### src/rtl/msrv32_pkg.sv
// rtl/msrv32_pkg.sv - shared widths, base-select encoding and alignment helper
// No ports: imported by msrv32_pipe_stage and msrv32_iadder_pipe.
package msrv32_pkg;

  localparam int XLEN_DEFAULT   = 32;
  localparam int IALIGN_DEFAULT = 4;

  localparam logic BASE_PC  = 1'b0;
  localparam logic BASE_RS1 = 1'b1;

  // A 2-byte aligned target only needs bit 0 clear; 4-byte needs both low bits clear.
  function automatic logic addr_misaligned(input logic [1:0] lsb, input logic chk, input int ialign);
    return chk && ((ialign == 2) ? lsb[0] : (lsb != 2'b00));
  endfunction

endpackage

### src/rtl/msrv32_pipe_stage.sv
// rtl/msrv32_pipe_stage.sv - one valid/ready register slice with flush
// Ports:
//   clk_i, rst_i           clock, asynchronous active-high reset
//   flush_i                drop held entry and refuse capture this cycle
//   in_valid_i/in_data_i   upstream request, in_ready_o accepts it
//   out_valid_o/out_data_o held entry, out_ready_i lets it leave
module msrv32_pipe_stage
  import msrv32_pkg::*;
#(
  parameter int W = 8
) (
  input  logic         clk_i,
  input  logic         rst_i,
  input  logic         flush_i,
  input  logic         in_valid_i,
  input  logic [W-1:0] in_data_i,
  output logic         in_ready_o,
  input  logic         out_ready_i,
  output logic         out_valid_o,
  output logic [W-1:0] out_data_o
);

  logic         valid_q, valid_d;
  logic [W-1:0] data_q, data_d;
  logic         load;

  // Accept when empty, or when the held entry leaves in the same cycle.
  assign in_ready_o = !valid_q || out_ready_i;
  assign load       = in_valid_i && in_ready_o && !flush_i;

  always_comb begin
    valid_d = valid_q;
    data_d  = data_q;
    if (flush_i) begin
      valid_d = 1'b0;
    end else if (in_ready_o) begin
      valid_d = in_valid_i;
    end
    // Payload only moves on a real transfer so the output holds when idle.
    if (load) begin
      data_d = in_data_i;
    end
  end

  always_ff @(posedge clk_i or posedge rst_i) begin
    if (rst_i) begin
      valid_q <= 1'b0;
      data_q  <= '0;
    end else begin
      valid_q <= valid_d;
      data_q  <= data_d;
    end
  end

  assign out_valid_o = valid_q;
  assign out_data_o  = data_q;

endmodule

### src/rtl/msrv32_iadder_pipe.sv
// rtl/msrv32_iadder_pipe.sv - two-stage address adder with JALR masking and alignment check
// Ports:
//   ms_riscv32_mp_clk_in, ms_riscv32_mp_rst_in   clock, asynchronous active-high reset
//   pc_in, rs_1_in, imm_in, iadder_src_in        operands and base select
//   jalr_in, chk_align_in                        bit-0 clear and misalignment enable
//   valid_in/ready_out, flush_in                 request handshake and pipeline flush
//   iadder_out, misaligned_out, valid_out/ready_in   result handshake
module msrv32_iadder_pipe
  import msrv32_pkg::*;
#(
  parameter int XLEN      = XLEN_DEFAULT,
  parameter int IALIGN    = IALIGN_DEFAULT,
  parameter int SPLIT_ADD = 1
) (
  input  logic            ms_riscv32_mp_clk_in,
  input  logic            ms_riscv32_mp_rst_in,
  input  logic [XLEN-1:0] pc_in,
  input  logic [XLEN-1:0] rs_1_in,
  input  logic [XLEN-1:0] imm_in,
  input  logic            iadder_src_in,
  input  logic            jalr_in,
  input  logic            chk_align_in,
  input  logic            valid_in,
  output logic            ready_out,
  input  logic            flush_in,
  output logic [XLEN-1:0] iadder_out,
  output logic            misaligned_out,
  output logic            valid_out,
  input  logic            ready_in
);

  localparam int H   = XLEN / 2;
  // Split payload: {base_hi, imm_hi, carry, sum_lo, jalr, chk}; full payload: {sum, jalr, chk}.
  localparam int S1W = (SPLIT_ADD != 0) ? (3 * H + 3) : (XLEN + 2);
  localparam int S2W = XLEN + 1;

  logic [XLEN-1:0] base;
  logic [S1W-1:0]  s1_d, s1_q;
  logic            s1_valid;
  logic [XLEN-1:0] sum;
  logic [XLEN-1:0] result;
  logic            mis;
  logic [S2W-1:0]  s2_d, s2_q;
  logic            s2_in_ready;

  assign base = (iadder_src_in == BASE_RS1) ? rs_1_in : pc_in;

  generate
    if (SPLIT_ADD != 0) begin : g_split
      logic [H:0] lo_sum;
      logic [H-1:0] hi_sum;
      assign lo_sum = {1'b0, base[H-1:0]} + {1'b0, imm_in[H-1:0]};
      assign s1_d   = {base[XLEN-1:H], imm_in[XLEN-1:H], lo_sum, jalr_in, chk_align_in};
      assign hi_sum = s1_q[3*H+2 -: H] + s1_q[2*H+2 -: H] + {{(H-1){1'b0}}, s1_q[H+2]};
      assign sum    = {hi_sum, s1_q[H+1:2]};
    end else begin : g_full
      assign s1_d = {base + imm_in, jalr_in, chk_align_in};
      assign sum  = s1_q[XLEN+1:2];
    end
  endgenerate

  // JALR clears bit 0 before the alignment test sees the address.
  assign result = sum & ~{{(XLEN-1){1'b0}}, s1_q[1]};
  assign mis    = addr_misaligned(result[1:0], s1_q[0], IALIGN);
  assign s2_d   = {result, mis};

  msrv32_pipe_stage #(.W(S1W)) u_stage1 (
    .clk_i       (ms_riscv32_mp_clk_in),
    .rst_i       (ms_riscv32_mp_rst_in),
    .flush_i     (flush_in),
    .in_valid_i  (valid_in),
    .in_data_i   (s1_d),
    .in_ready_o  (ready_out),
    .out_ready_i (s2_in_ready),
    .out_valid_o (s1_valid),
    .out_data_o  (s1_q)
  );

  msrv32_pipe_stage #(.W(S2W)) u_stage2 (
    .clk_i       (ms_riscv32_mp_clk_in),
    .rst_i       (ms_riscv32_mp_rst_in),
    .flush_i     (flush_in),
    .in_valid_i  (s1_valid),
    .in_data_i   (s2_d),
    .in_ready_o  (s2_in_ready),
    .out_ready_i (ready_in),
    .out_valid_o (valid_out),
    .out_data_o  (s2_q)
  );

  assign iadder_out     = s2_q[XLEN:1];
  assign misaligned_out = s2_q[0];

endmodule

### config.mk
export PLATFORM = sky130hd
export DESIGN_NAME = msrv32_iadder_pipe
export DESIGN_NICKNAME = d
export VERILOG_FILES = /design/src/rtl/msrv32_pkg.sv /design/src/rtl/msrv32_pipe_stage.sv /design/src/rtl/msrv32_iadder_pipe.sv
export SDC_FILE = /design/constraint.sdc
export NUM_CORES = 1
export LEC_CHECK = 0
export BUFFER_PORTS_ARGS = -buffer_cell sky130_fd_sc_hd__buf_2
export CAP_MARGIN = 30
export CORE_MARGIN = 4
export CORE_UTILIZATION = 57
export CTS_CLUSTER_SIZE = 20
export DETAILED_ROUTE_END_ITERATION = 12
export GPL_ROUTABILITY_DRIVEN = 0
export PLACE_DENSITY = 0.9
export SETUP_SLACK_MARGIN = 0.02
export SKIP_CTS_REPAIR_TIMING = 1
export SYNTH_ARGS = -nofsm -noshare
export SYNTH_HDL_FRONTEND = slang
export SYNTH_HIERARCHICAL = 1
export SYNTH_SLANG_ARGS = --single-unit
### constraint.sdc
create_clock -name ms_riscv32_mp_clk_in -period 4.9 [get_ports ms_riscv32_mp_clk_in]
set_input_delay 0.49 -clock ms_riscv32_mp_clk_in [delete_from_list [all_inputs] [get_ports ms_riscv32_mp_clk_in]]
set_output_delay 0.49 -clock ms_riscv32_mp_clk_in [all_outputs]
set_load 0.01 [all_outputs]
# == Yosys cells after proc, flatten, opt, wreduce, memory -nomap -nowiden ==
# Cells that the tools add are included.
# Widths: inputs -> output; s select.
# totals
register_bits,86
in_bits,104
output_inout_bits,35
word_cells,27
# op_classes
n_addsub,3
muxes,5
bitwise,2
n_reduce_logical,13
# ops
operator,count
$and 32x32->32,1
$mux 32,1
$not 1->32,1
$add 16x16->17,1
$add 16x1->16,1
$add 16x16->16,1
$reduce_bool 2->1,3
$logic_and 1x1->1,5
$mux 1,4
$logic_not 1->1,3
$logic_or 1x1->1,2

# == Longest topological paths before layout ==
# logic_depth
ltp_word,5
ltp_mapped,11
mapped_depth_nobuf,9

# == Hierarchy ==
# Netlist, hierarchy kept.
# modules_own_cells
module,n_inst,cells_per_inst,area_per_inst_um2,seq_area_each_um2
msrv32_pipe_stage at u_stage1,1,114,1979.4,1301.2
msrv32_iadder_pipe,1,246,1895.6,0.0
msrv32_pipe_stage at u_stage2,1,76,1303.8,850.8

# == Least setup slack after synthesis ==
# Ideal clock, no wire load.
# synth_path
path_type,input-to-reg
from,input iadder_src_in
to,"register u_stage1.data_q[14], in the netlist u_stage1/out_data_o[14]"
setup_ns,0.125
t_arrival_ns,2.779
required_time_ns,4.775
slack_ns,1.996
path_stages,11
path_buffers,2
path_cell_list,clkbuf_1 -> buf_2 -> mux2_2 -> ha_1 -> fa_1 -> a21o_1 -> nand3_1 -> a31o_2 -> o21ai_0 -> xor2_1 -> mux2_2
# synth_via
elab_chain_len,2
# synth_rtl
item,line,rtl
from (decl),msrv32_iadder_pipe.sv:20,"input logic iadder_src_in,"
$mux 32,msrv32_iadder_pipe.sv:46,assign base = (iadder_src_in == BASE_RS1) ? rs_1_in : pc_in;
$add 16x16->17,msrv32_iadder_pipe.sv:52,"assign lo_sum = {1'b0, base[H-1:0]} + {1'b0, imm_in[H-1:0]};"
named net g_split.lo_sum[12],msrv32_iadder_pipe.sv:50,logic [H:0] lo_sum;
to (signal assigned),msrv32_pipe_stage.sv:51,data_q <= data_d;
to (decl),msrv32_pipe_stage.sv:24,"logic [W-1:0] data_q, data_d;"
# The timed path passes the listed nets, and every way through them passes these cells.
# A chain may end at the register's enable or synchronous reset.

# == Worst setup path after layout ==
# layout_path
from,input iadder_src_in
to,"register u_stage1.data_q[16], in the netlist u_stage1/out_data_o[16]"
# Same word-level chain as after synthesis.

==> summary.md <==
| Metric | Value |
|---|---|
| Status | `finished clean` |
| Power density over the cells | `around 430 nW/µm²` |
| Syn_nets | `573` |
| Share of layout cells above drive strength 1 | `49.4%` |
| CP bufs+invs | `1` |
| CP max stage delay | `around 0.59 ns` |
| Setup crit end kind | `flip-flop` |
| Critical Path Fanout Max | `32` |
| Synth cell types | `45` |
| Most common cell on crit path | `mux2_2` |
| N_diodes | `0` |
| MaxCap Viol Count | `0` |
| CTS root buf | `clkbuf_8` |
| Synth Flop Type | `dfrtp_1` |
| Total track usage | `22.8%` |
| Net switching power of the design | `0.908 mW` |
| Clock buffer depth | `2` |
| Initial Utilization | `59.1%` |
| Synth area leader | `dfrtp_1` |
| Clk pwr share | `19.7%` |
| VDD IR-drop max | `0.174 mV` |
| DRC violations left | `0` |
| Footprint of the multi-input gates | `2860 µm²` |
| Reg clk slew, reported paths | `0.09 ns` |
| Port buffer count | `138` |
| Largest net degree at the start of global routing | `between 50 and 60` |
| Endpoints failing setup | `0` |
| Vias per std cell | `about 5.7` |
| # fillers | `641` |
| Clock skew | `0.0107 ns` |
| Sequential share of power | `41.0%` |
| RSZ-0062 raised after global routing | `false` |
| Avg Inst Size Synth | `11.9 µm²` |
| Required time worst endpoint | `5.14 ns` |
| Most frequent cells in the layout | `138 x buf_2, 115 x mux2_2, 86 x dfrtp_1, 32 x a21oi_1, 30 x ha_1` |
| Initial antenna violation count | `0` |
| Worst r2r path cells | `9` |
| Row Count | `34` |
| Leak | `2.85 nW` |
| Hold Path Class | `in2async` |
| Max-slew violations | `0` |
| Startpoint types | `primary input` |
| Syn-to-layout area delta | `18.4%` |
| Worst EP arrival | `3.29 ns` |
| Largest cells by area after synthesis | `dfrtp_1 42%, mux2_2 25%, ha_1 7.2%` |
| Sequential element share of the synthesized area | `41.6%` |
| Comb pwr share | `39.3%` |
| Delay-heaviest family, CP | `multiplexers` |
| Die Span Y | `103 µm` |
| H-tree depth | `3` |
| CTS Sinks | `86` |
| Max Freq | `0.328 GHz` |
| Cell breakdown of the critical path | `buf_2 -> mux2_2 -> ha_1 -> fa_1 -> a21o_1 -> nand3_1 -> a31o_2 -> o21ai_0 -> xor2_1 -> mux2_2` |
| Nets | `711` |
| Min Tclk post-route | `just over 3 ns` |
| Core ar. | `8760 µm²` |
| Setup CP Type | `in2reg` |
| Wire per inst | `17.3 µm` |
| Async S/R FF share, synth | `100%` |
| Final worst path period share | `62.1%` |
| Worst Tran Pin Value | `0.775 ns` |
| Die width | `roughly 100 µm` |
| Die area | `10700 µm²` |
| CTS tree | `done` |
| Leading cell type in the layout, fill and taps excluded | `buf_2` |
| Critical path's slowest cell | `buf_2` |
| Sw Share | `34.7%` |
| Final WL | `11900 µm` |
| R2R Path End | `u_stage2/out_data_o[29]` |
| Via count | `3941` |
| Share of the synthesized area in the top cell type | `between 40% and 50%` |
| YS warnings | `6` |
| Int Power | `1.71 mW` |
| Drt pass-1 iters | `4` |
| EDFF count, synth | `0` |
| Initial DRC count | `around 140` |
| Setup tns final | `0 ns` |
| Final Hold Viols | `0` |
| R2R Setup Slk | `2.40 ns` |
| Gr ovfl total | `0` |
| Antenna-violating nets left | `0` |
| Final Util | `between 60% and 70%` |
| FF-to-FF Start | `u_stage1/out_data_o[18]` |
| Latest clock arrival within the worst-skew pair | `0.35 ns` |
| Reg area | `2150 µm²` |
| Yosys reg bits | `86` |
| Post-synthesis cell count | `between 400 and 500` |
| Synthesized area | `5180 µm²` |
| First-pass GRT wire length | `19200 µm` |
| Ports | `around 140` |
| Inserted Clock Buffers | `9` |
| Relative slew slack | `48.3%` |
| Post-DP HPWL | `8840 µm` |
| Vias in the first global route | `4152` |
-- per-stage QoR --
stage                     cell area [µm²]  hold slack, ns  setup WS, ns  std cells  power (mW)
after floorplan                      5180           0.473          2.00        436        1.75
after global placement               5900           0.484          1.63        670        2.04
after detailed placement             5920           0.483          1.50        671        2.10
after CTS                            6130           0.103          1.87        687        2.62
after global routing                 6130           0.103          1.70        687        2.79
final                                6130           0.102          1.86        687        2.61
-- area by class of cell --
cell class | instances | area share [%]
Inverter | 11 | 0.674
Timing Repair Buffer | 142 | 12.0
Sequential cell | 86 | 35.1
Tap cell | 108 | 2.20
Clock inverter | 6 | 1.14
Multi-Input combinational cell | 324 | 46.7
Clock buffer | 10 | 2.25
-- flip-flops by register name, indices dropped and copies added, names as in the netlist --
signal	cells
u_stage1/out_data_o	51
u_stage1/out_valid_o	1
u_stage2/out_data_o	33
u_stage2/out_valid_o	1
-- metal layers --
layer | share of wire, % | GRT usage [%]
met1 | 42 | 28.5
met2 | 51 | 40.0
met3 | 5.5 | 4.23
met4 | 1.8 | 7.57
met5 | 0 | 0
-- logic make-up after synthesis --
family | count (synthesis) | synth area share (%)
and+or+nand+nor | 64 | 6.81
AOI/OAI and AO/OA | 83 | 10.0
adders and majority gates | 33 | 8.41
xor gates and xnor gates | 27 | 4.57
buffers and inverters | 26 | 3.21
DFF | 86 | 41.6
muxes | 117 | 25.4
-- power by group through the flow --
stage,clock network (mW),logic [mW],registers [mW]
after detailed placement,0,1.02,1.09
final,0.514,1.03,1.07
after CTS,0.521,1.03,1.07
after global placement,0,0.974,1.07
after floorplan,0,0.639,1.12
after global routing,0.558,1.14,1.10
-- how the worst max path moves through the flow --
| stage | slack, ns | depth (start not counted) | to | startpoint |
|---|---|---|---|---|
| 2_1_floorplan | 2.00 | 11 | u_stage1/out_data_o[14] | iadder_src_in |
| 3_3_place_gp | 1.63 | 10 | u_stage1/out_data_o[14] | iadder_src_in |
| 3_5_place_dp | 1.50 | 10 | u_stage1/out_data_o[16] | iadder_src_in |
| 4_1_cts | 1.87 | 10 | u_stage1/out_data_o[16] | iadder_src_in |
| 5_1_grt | 1.70 | 10 | u_stage1/out_data_o[18] | iadder_src_in |
| 6_report | 1.86 | 10 | u_stage1/out_data_o[16] | iadder_src_in |
-- cell usage after synthesis, types with 2 or more instances --
cell / n
mux2_2: 115
dfrtp_1: 86
a21oi_1: 32
ha_1: 30
o21ai_0: 20
nand2_1: 18
nor2_1: 18
xor2_1: 15
xnor2_1: 12
inv_1: 11
a21o_1: 8
buf_6: 8
nand3_1: 6
o211ai_1: 5
buf_2: 4
nand4_1: 4
a31oi_1: 3
fa_1: 3
a211oi_1: 2
and2_1: 2
and3_1: 2
clkbuf_1: 2
nand2b_1: 2
nor2b_4: 2
nor3_1: 2
nor3b_4: 2
o21a_1: 2
o21bai_1: 2
o31ai_2: 2
Power figures use the tool's default switching activity.
